### src/rtl/uart_tx_arbiter.sv
// uart_tx_arbiter: round-robin arbiter merging two framed byte streams into one UART TX FIFO
module uart_tx_arbiter #(
    parameter int DBIT    = 8,
    parameter int MAX_LEN = 16
) (
    input  logic            clk,
    input  logic            reset_n,
    input  logic            req0_valid,
    input  logic [DBIT-1:0] req0_data,
    input  logic            req0_last,
    output logic            req0_ready,
    input  logic            req1_valid,
    input  logic [DBIT-1:0] req1_data,
    input  logic            req1_last,
    output logic            req1_ready,
    input  logic            tx_full,
    output logic            wr_uart,
    output logic [DBIT-1:0] w_data,
    output logic [1:0]      grant,
    output logic            busy,
    output logic            frame_cut
);
    typedef enum logic [1:0] {IDLE, GNT0, GNT1} state_t;

    state_t     state, state_next;
    logic       ptr, ptr_next;
    logic [7:0] cnt, cnt_next;
    logic       cut, cut_next;
    logic       xfer, own_last, at_max, rel;

    // owner state, round-robin pointer, per-grant byte count and cut pulse
    always_ff @(posedge clk or negedge reset_n) begin
        if (!reset_n) begin
            state <= IDLE;
            ptr   <= 1'b0;
            cnt   <= 8'd0;
            cut   <= 1'b0;
        end else begin
            state <= state_next;
            ptr   <= ptr_next;
            cnt   <= cnt_next;
            cut   <= cut_next;
        end
    end

    // handshake, write path and next owner; the pointer moves only when a grant ends
    always_comb begin
        grant      = {state == GNT1, state == GNT0};
        busy       = state != IDLE;
        req0_ready = (state == GNT0) & ~tx_full;
        req1_ready = (state == GNT1) & ~tx_full;
        xfer       = (req0_ready & req0_valid) | (req1_ready & req1_valid);
        wr_uart    = xfer;
        w_data     = !xfer ? '0 : (state == GNT0) ? req0_data : req1_data;
        own_last   = (state == GNT0) ? req0_last : req1_last;
        at_max     = ({1'b0, cnt} + 9'd1) == 9'(MAX_LEN);
        rel        = xfer & (own_last | at_max);
        cut_next   = rel & ~own_last;
        ptr_next   = rel ? (state == GNT0) : ptr;
        cnt_next   = (state == IDLE) ? 8'd0 : xfer ? cnt + 8'd1 : cnt;
        state_next = rel ? IDLE : state;
        if (state == IDLE)
            state_next = (req0_valid & (~req1_valid | ~ptr)) ? GNT0 : req1_valid ? GNT1 : IDLE;
    end

    assign frame_cut = cut;
endmodule

### config.mk
export PLATFORM = sky130hd
export DESIGN_NAME = uart_tx_arbiter
export DESIGN_NICKNAME = d
export VERILOG_FILES = /design/src/rtl/uart_tx_arbiter.sv
export SDC_FILE = /design/constraint.sdc
export NUM_CORES = 1
export LEC_CHECK = 0
export CAP_MARGIN = 30
export CORE_ASPECT_RATIO = 0.7
export CORE_MARGIN = 2
export CORE_UTILIZATION = 37
export CTS_CLUSTER_SIZE = 20
export DETAILED_ROUTE_END_ITERATION = 8
export PLACE_DENSITY = 0.8
export REMOVE_ABC_BUFFERS = 1
export SYNTH_ARGS = -nofsm -noshare
export SYNTH_HDL_FRONTEND = slang
export SYNTH_SLANG_ARGS = --single-unit
### constraint.sdc
create_clock -name clk -period 2.2 [get_ports clk]
set_clock_uncertainty 0.15 [all_clocks]
set_input_delay 0.44 -clock clk [delete_from_list [all_inputs] [get_ports clk]]
set_output_delay 0.44 -clock clk [all_outputs]
set_load 0.005 [all_outputs]
After elaboration in Yosys (flattened, before gate mapping) --
Index checks and enable logic that the tools add are counted.
Word-level totals: output and inout bits 15, latch bits 0, ROM bits 0, register bits after elaboration 12, memories 0, RAM bits 0
Operators by class: div/mod/pow operators 0, $lt $le $gt $ge 0, reductions and logical operators 4, multiply operators 0, eq/ne operators 3, $add $sub $neg 2, shifts and indexed selects 0, multiplexer cells 9, bitwise gates (word level) 14
Operators by type and width (number):
- 8-bit two-way mux | 4
- 8-bit by 1-bit adder with 9-bit output, second input constant | 1
- 9-bit by 5-bit == test with 1-bit output, second input constant | 1
- 8-bit by 1-bit adder with 8-bit output, second input constant | 1
- 2-bit two-way mux | 4
- 1-bit AND | 7
- 2-bit nonzero test | 3
- 1-bit NOT | 4
- 1-bit bitwise OR | 3
- 2-bit by 1-bit == test with 1-bit output, second input constant | 1
- 2-bit == test, second input constant | 1
- 2-bit logical NOT | 1
- 1-bit two-way mux | 1

Depth between registers and ports, before layout --
Gate-level depths: netlist of the first run.
depth in word-level cells 7, mapped depth 8

Worst setup path after synthesis of the first run --
OpenSTA, ideal clock, no wires.
path type reg2reg, start register cnt[0], end register cut (netlist: frame_cut), path slack 0.195 ns, cell stages (with the launch flop) 7, arrival time 1.787 ns, period minus slack after synthesis 2.005 ns, required time 1.982 ns, cells stage by stage dfrtp_1 > ha_1 > and3_4 > nand3_2 > mux2_4 > nor4_4 > and4_1
Between the ends: cells in the longest elaborated chain, start to end 5
RTL lines:
- start, declared | line 27 | logic [7:0] cnt, cnt_next;
- start signal, assigned | line 41 | cnt <= cnt_next;
- 8-bit by 1-bit adder with 9-bit output | line 56 | at_max = ({1'b0, cnt} + 9'd1) == 9'(MAX_LEN);
- 9-bit by 5-bit == test with 1-bit output | line 56
- 1-bit bitwise OR | line 57 | rel = xfer & (own_last | at_max);
- 1-bit AND | line 57
- 1-bit AND | line 58 | cut_next = rel & ~own_last;
- named net cut_next | line 28 | logic cut, cut_next;
- end signal, assigned | line 42 | cut <= cut_next;
- end, declared | line 28
The timed path passes the listed nets, and every way through them passes these cells. A chain may end at the register's enable or synchronous reset.

Final worst setup path of the first run --
start register state[1], end output port w_data[0]
Between the ends: cells in the longest elaborated chain, start to end 5, elaborated cells between the ends (all ways) 9, those cells by class 2 x eq/ne; 2 x mux; 5 x bitwise
RTL lines:
- start, declared | line 25 | state_t state, state_next;
- start signal, assigned | line 39 | state <= state_next;
- 2-bit by 1-bit == test with 1-bit output or 2-bit == test (tied branches) | line 50, 54, 51
- 1-bit AND (on tied branches) | line 50, 51
- 1-bit AND | line 52 | xfer = (req0_ready & req0_valid) | (req1_ready & req1_valid);
- 1-bit bitwise OR | line 52
- 8-bit two-way mux (*) | line 54 | w_data = !xfer ? '0 : (state == GNT0) ? req0_data : req1_data;
- end, declared | line 18 | output logic [DBIT-1:0] w_data,
Every way passes the cells marked *; elsewhere a longest branch is shown, timed or not.

==> impl_metrics.tcl, run 1 <==
set metrics [dict create \
    r2r-end "frame_cut$_DFF_PN0_" \
    clkPwrFrac 0.346 \
    fin_hold_ws_ns 0.357 \
    drtIter0Drc 56 \
    syn_to_final_growth_pct 66.2 \
    ys_seq_elements 12 \
    fillers 201 \
    required_ns 1.61 \
    postLayoutSetupSlackWorst_ns -0.00279 \
    path_depth 6 \
    start_util 0.401 \
    cts_sinks 12 \
    viasPerCell 5.18 \
    synth-adder-area-share 0.0282 \
    rows 14 \
    slowest_stage "dfrtp_1" \
    intPower_uw 393 \
    power_frac_seq 0.458 \
    reg2reg_depth 6 \
    ys_types 30 \
    postSynthAreaPerCell_sq_um 7.44 \
    clock_latency_ns 0.28 \
    max_freq_mhz 454 \
    final_layout_size_suffix_gt1_frac 0.282 \
    synth_top_family_by_area "simple AND/OR/NAND/NOR gates" \
    dieWidth_microns 62.5 \
    startpoint_type "flop" \
    p_switching_uw 130 \
    powerDensity_nw_per_um2 355 \
    crit_arrival_ns 1.61 \
    rr_startpoint "cnt[0]$_DFFE_PN0P_" \
    numCtsBuffers 3 \
    layout.nets 200 \
    n_antenna_cell 0 \
    grt_pass1_vias 1062 \
    layout_common_cells "nand2_1, clkdlybuf4s50_1, buf_4" \
    path_class "reg -> out" \
    leakage_nw 0.699 \
    routed_wl_microns 3050 \
    post-route-drc-count 0 \
    status "finished, violations left" \
    ys_warn_count 0 \
    critPathBufInv 3 \
    cap_violations 0 \
    netlist_area_sq_um 886 \
    crit_chain "buf_6, nand3b_1, a21o_4, buf_6, a21oi_1, buf_2" \
    core_sq_um 2210 \
    die_h_microns 44.9 \
    clk_pin_slew_ns 0.08 \
    failed_checks "setup timing" \
    track_usage 0.227 \
    rrSetupSlack_ns 0.10 \
    period_share 1.00 \
    cp_top_family "flip-flops" \
    cts_tree "yes" \
    gp_congestion 0.849 \
    swShare 0.248 \
    grt-ovfl-total 0 \
    postSynthCellCount 119 \
    hpwl_microns 2260 \
    p_comb_frac 0.196 \
    end_kind "output port" \
    cts_root_buffer "clkbuf_4" \
    path_common_cell "buf_6" \
    setup_viol 1 \
    rsz0062_at_grt "true" \
    wl_per_cell_microns 14.8 \
    finalHoldViolCount 0 \
    synth-xor-area-share 0.00989 \
    slew_headroom 0.638 \
    die_area_sq_um 2810 \
    cts-htree-levels 1 \
    tightest_slew_ns 0.541 \
    antenna_found_initial 0 \
    grt_pass1_wl_microns 4930 \
    hold_buffers 0 \
    ant_nets 0 \
    synthMuxAreaShare 0.0282 \
    drv_slew 0 \
    vias 1067 \
    period_minus_slack_ns 2.20 \
    worstHoldPathType "in -> async" \
    cp_slowest_stage_delay_ns 0.41 \
    synth_compound_area_frac 0.240 \
    synth_simple_gate_area_share 0.312 \
    cts_buffer_depth 2 \
    grt_max_degree 13 \
    ir_drop_uv 381 \
    layout_commonest_cell "nand2_1" \
    ys_seq_area_frac 0.339 \
    io_pins 38 \
    port-buffer-count 37 \
    final_util 0.667 \
    crit_path_max_fanout 5 \
    dr.pass1.iters 4 \
]
## metal layers
metal | vias to the layer above | GRT usage | part of all wire
met5 | - | 0 | 0
met4 | 0 | 0.0756 | 0.013
met3 | 6 | 0.0748 | 0.031
met2 | 24 | 0.383 | 0.50
met1 | 511 | 0.284 | 0.45
li1 | 526 | - | -
## through the flow
| stage | setup TNS (ns) | total power [mW] | std cells | setup slack, ns | cell area [sq um] |
|---|---|---|---|---|---|
| after floorplan | 0 | 0.267 | 113 | 0.195 | 863 |
| after global placement | -4.71 | 0.337 | 197 | -0.336 | 1390 |
| after detailed placement | -5.52 | 0.345 | 197 | -0.378 | 1390 |
| after CTS | -0.0258 | 0.522 | 206 | -0.0188 | 1450 |
| after global routing | -0.535 | 0.549 | 206 | -0.0880 | 1470 |
| final | -0.00279 | 0.523 | 206 | -0.00279 | 1470 |
## cell usage after synthesis
| cell | instances | area share |
|---|---|---|
| o21bai_1 | 1 | 0.0085 |
| nand4_1 | 1 | 0.0071 |
| o41ai_1 | 1 | 0.0099 |
| o22ai_1 | 2 | 0.014 |
| a21boi_0 | 1 | 0.0085 |
| and4_1 | 1 | 0.0099 |
| nor4_4 | 1 | 0.024 |
| and2_0 | 1 | 0.0071 |
| inv_1 | 4 | 0.017 |
| nand3_2 | 1 | 0.011 |
| a21o_1 | 2 | 0.017 |
| and2_2 | 1 | 0.0085 |
| nand3_1 | 2 | 0.011 |
| mux2i_1 | 1 | 0.011 |
| clkbuf_1 | 6 | 0.025 |
| nand2_1 | 28 | 0.12 |
| and3_1 | 1 | 0.0071 |
| ha_1 | 2 | 0.028 |
| a21oi_1 | 11 | 0.062 |
| o21ai_0 | 13 | 0.073 |
| nand2b_1 | 4 | 0.028 |
| a31oi_1 | 3 | 0.021 |
| o31ai_1 | 3 | 0.025 |
| nor3_1 | 2 | 0.011 |
| dfrtp_1 | 12 | 0.34 |
| mux2_4 | 1 | 0.017 |
| nor2_1 | 9 | 0.038 |
| and3_4 | 1 | 0.013 |
| nand3b_1 | 2 | 0.017 |
| xor2_1 | 1 | 0.0099 |
## layout make-up
cell class              instances  area [sq um]  share of cell area
multi-input cells              97           582               0.395
repair buffers                 57           493               0.335
flip-flops and latches         12           302               0.205
well taps                      32          40.0              0.0272
clock buffers                   4          36.3              0.0246
inverters                       4          20.0              0.0136
## registers in the layout (all words and copies together) (netlist names)
signal,cells
cnt,8
state,2
frame_cut,1
ptr,1
## kinds of logic (layout without fill, tap and decap cells)
family          count (synthesis)  count (layout)
compound gates                 37              37
buf+inv                        10              65
xor+xnor                        1               1
simple gates                   55              55
flops                          12              12
fa+ha+maj                       2               2
mux                             2               2
## worst max-delay path by stage
| stage | startpoint | to | slack, ns |
|---|---|---|---|
| 2_1_floorplan | cnt[0]$_DFFE_PN0P_ | frame_cut$_DFF_PN0_ | 0.19 |
| 3_3_place_gp | req1_valid | w_data[3] | -0.34 |
| 3_5_place_dp | req0_valid | w_data[1] | -0.38 |
| 4_1_cts | state[1]$_DFFE_PN0P_ | wr_uart | -0.02 |
| 5_1_grt | state[1]$_DFFE_PN0P_ | w_data[4] | -0.09 |
| 6_report | state[1]$_DFFE_PN0P_ | w_data[0] | -0.003 |
## worst reg2reg max path, cell delays in order, from the launching register on
cell	delay (ns)
dfrtp_1	0.40
ha_1	0.22
and3_4	0.20
nand3_2	0.10
mux2_4	0.32
nor4_4	0.39
and4_1	0.26
## power by group through the flow
| stage | Sequential (mW) | Combinational (mW) | Clock [mW] |
|---|---|---|---|
| after floorplan | 0.247 | 0.0207 | 0 |
| after global placement | 0.241 | 0.0963 | 0 |
| after detailed placement | 0.243 | 0.102 | 0 |
| after CTS | 0.239 | 0.101 | 0.182 |
| after global routing | 0.240 | 0.113 | 0.196 |
| final | 0.239 | 0.103 | 0.181 |
## what timing repair did
action	in CTS	in global routing
buffers inserted	5	0
resized for setup	49	11
endpoints found under the hold margin	0	0
pin swaps	1	1
setup endpoints to repair	18	11
Power figures use the tool's default switching activity.
==> run 2: changes to the inputs <==
- RECOVER_POWER: not set -> 25
==> run 2 against run 1 <==
Compared with the run above: the run still ends with setup timing left; final area is the same; sequential power is essentially flat; combinational power is essentially flat; via count shrank 0.28%; final cell count is the same; die area is the same; total power is essentially flat; clock power is essentially flat; largest cell class unchanged; highest routed layer unchanged.
==> impl_metrics.tcl, run 2 (synthesized netlist as in run 1, its figures left out) <==
set metrics [dict create \
    drv_slew 0 \
    antenna_found_initial 0 \
    cp_slowest_stage_delay_ns 0.41 \
    swShare 0.248 \
    path_common_cell "buf_6" \
    layout_common_cells "nand2_1, clkdlybuf4s50_1, buf_4" \
    dieWidth_microns 62.5 \
    viasPerCell 5.17 \
    p_switching_uw 130 \
    ant_nets 0 \
    finalPower_uw 522 \
    tightest_slew_ns 0.546 \
    crit_arrival_ns 1.61 \
    die_area_sq_um 2810 \
    reg_top3 "cnt x8, state x2" \
    powerDensity_nw_per_um2 355 \
    period_minus_slack_ns 2.20 \
    start_util 0.401 \
    hold_buffers 0 \
    cts_sinks 12 \
    cts_tree "yes" \
    wl_per_cell_microns 14.8 \
    final_layout_size_suffix_gt1_frac 0.282 \
    grt_pass1_wl_microns 4930 \
    die_h_microns 44.9 \
    cp_top_family "flip-flops" \
    clock_latency_ns 0.28 \
    rsz0062_at_grt "true" \
    cap_violations 0 \
    rows 14 \
    status "finished, violations left" \
    slowest_stage "dfrtp_1" \
    numCtsBuffers 3 \
    regMostFlops "cnt" \
    crit_chain "buf_6, nand3b_1, a21o_4, buf_6, a21oi_1, buf_2" \
    post-route-drc-count 0 \
    critPathBufInv 3 \
    placedCellCount 197 \
    worstHoldPathType "reg -> reg" \
    hpwl_microns 2260 \
    fin_cells 206 \
    n_antenna_cell 0 \
    syn_to_final_growth_pct 66.2 \
    grt-ovfl-total 0 \
    postLayoutSetupSlackWorst_ns -0.00279 \
    startpoint_type "flop" \
    track_usage 0.227 \
    slew_headroom 0.635 \
    required_ns 1.61 \
    cts_root_buffer "clkbuf_4" \
    gp_congestion 0.849 \
    grt_max_degree 13 \
    cts-htree-levels 1 \
    clk_pin_slew_ns 0.08 \
    setup_viol 1 \
    p_comb_frac 0.196 \
    core_sq_um 2210 \
    power_frac_seq 0.458 \
    vias 1064 \
    io_pins 38 \
    path_class "reg -> out" \
    place_area_sq_um 1390 \
    crit_path_max_fanout 5 \
    period_share 1.00 \
    end_kind "output port" \
    leakage_nw 0.699 \
    layout_commonest_cell "nand2_1" \
    ir_drop_uv 380 \
    clkPwrFrac 0.346 \
    dr.pass1.iters 4 \
    stdcell_area_sq_um 1470 \
    drtIter0Drc 56 \
    grt_pass1_vias 1062 \
    layout.nets 200 \
    cts_buffer_depth 2 \
    max_freq_mhz 454 \
    finalHoldViolCount 0 \
    largest_reg_flops 8 \
    pre_cts_slack_ns -0.378 \
    intPower_uw 393 \
    routed_wl_microns 3050 \
    failed_checks "setup timing" \
    port-buffer-count 37 \
]
-- run 2: per-layer routing --
layer,GRT usage,wire length [microns],up-vias
met5,0,0,-
met4,0.0756,41,0
met3,0.0748,91,6
met2,0.383,1530,22
met1,0.284,1380,510
li1,-,-,526
-- run 2: repair_timing --
| action | 4_1_cts | 5_1_grt |
|---|---|---|
| pin swaps | 1 | 1 |
| endpoints found under the setup margin | 18 | 11 |
| buffers inserted | 5 | 0 |
| gates resized for setup | 49 | 11 |
-- run 2: path summary, 6_finish.rpt --
| check | depth (start not counted) | start | endpoint | slack, ns |
|---|---|---|---|---|
| setup / recovery | 6 | state[1]$_DFFE_PN0P_ | w_data[0] | -0.003 |
| hold / removal | 1 | cnt[6]$_DFFE_PN0P_ | cnt[6]$_DFFE_PN0P_ | 0.39 |
| setup reg to reg | 6 | cnt[0]$_DFFE_PN0P_ | frame_cut$_DFF_PN0_ | 0.10 |
| hold reg to reg | 1 | cnt[6]$_DFFE_PN0P_ | cnt[6]$_DFFE_PN0P_ | 0.39 |
| max in group asynchronous | 1 | reset_n | state[0]$_DFFE_PN0P_ | 1.08 |
| min in group asynchronous | 1 | reset_n | cnt[1]$_DFFE_PN0P_ | 0.43 |
-- run 2: final cells by class --
type                    count  area (sq um)
clock buffers               4          36.3
fillers                   201           734
inverters                   4          20.0
multi-input cells          97           582
flip-flops and latches     12           302
well taps                  32          40.0
repair buffers             57           493
-- run 2: per-stage QoR --
stage | utilization | hold WS (ns) | setup TNS, ns
finish | 0.667 | 0.393 | -0.00279
global route | 0.667 | 0.440 | -0.535
CTS | 0.656 | 0.374 | -0.0258
detailed placement | 0.628 | 0.366 | -5.52
global placement | 0.628 | 0.369 | -4.71
floorplan | - | -0.00559 | 0
-- run 2: power groups by stage --
| stage | logic [mW] | registers (mW) | clock network (mW) |
|---|---|---|---|
| 2_1_floorplan | 0.0207 | 0.247 | 0 |
| 3_3_place_gp | 0.0963 | 0.241 | 0 |
| 3_5_place_dp | 0.102 | 0.243 | 0 |
| 4_1_cts | 0.101 | 0.239 | 0.182 |
| 5_1_grt | 0.112 | 0.240 | 0.196 |
| 6_report | 0.102 | 0.239 | 0.181 |
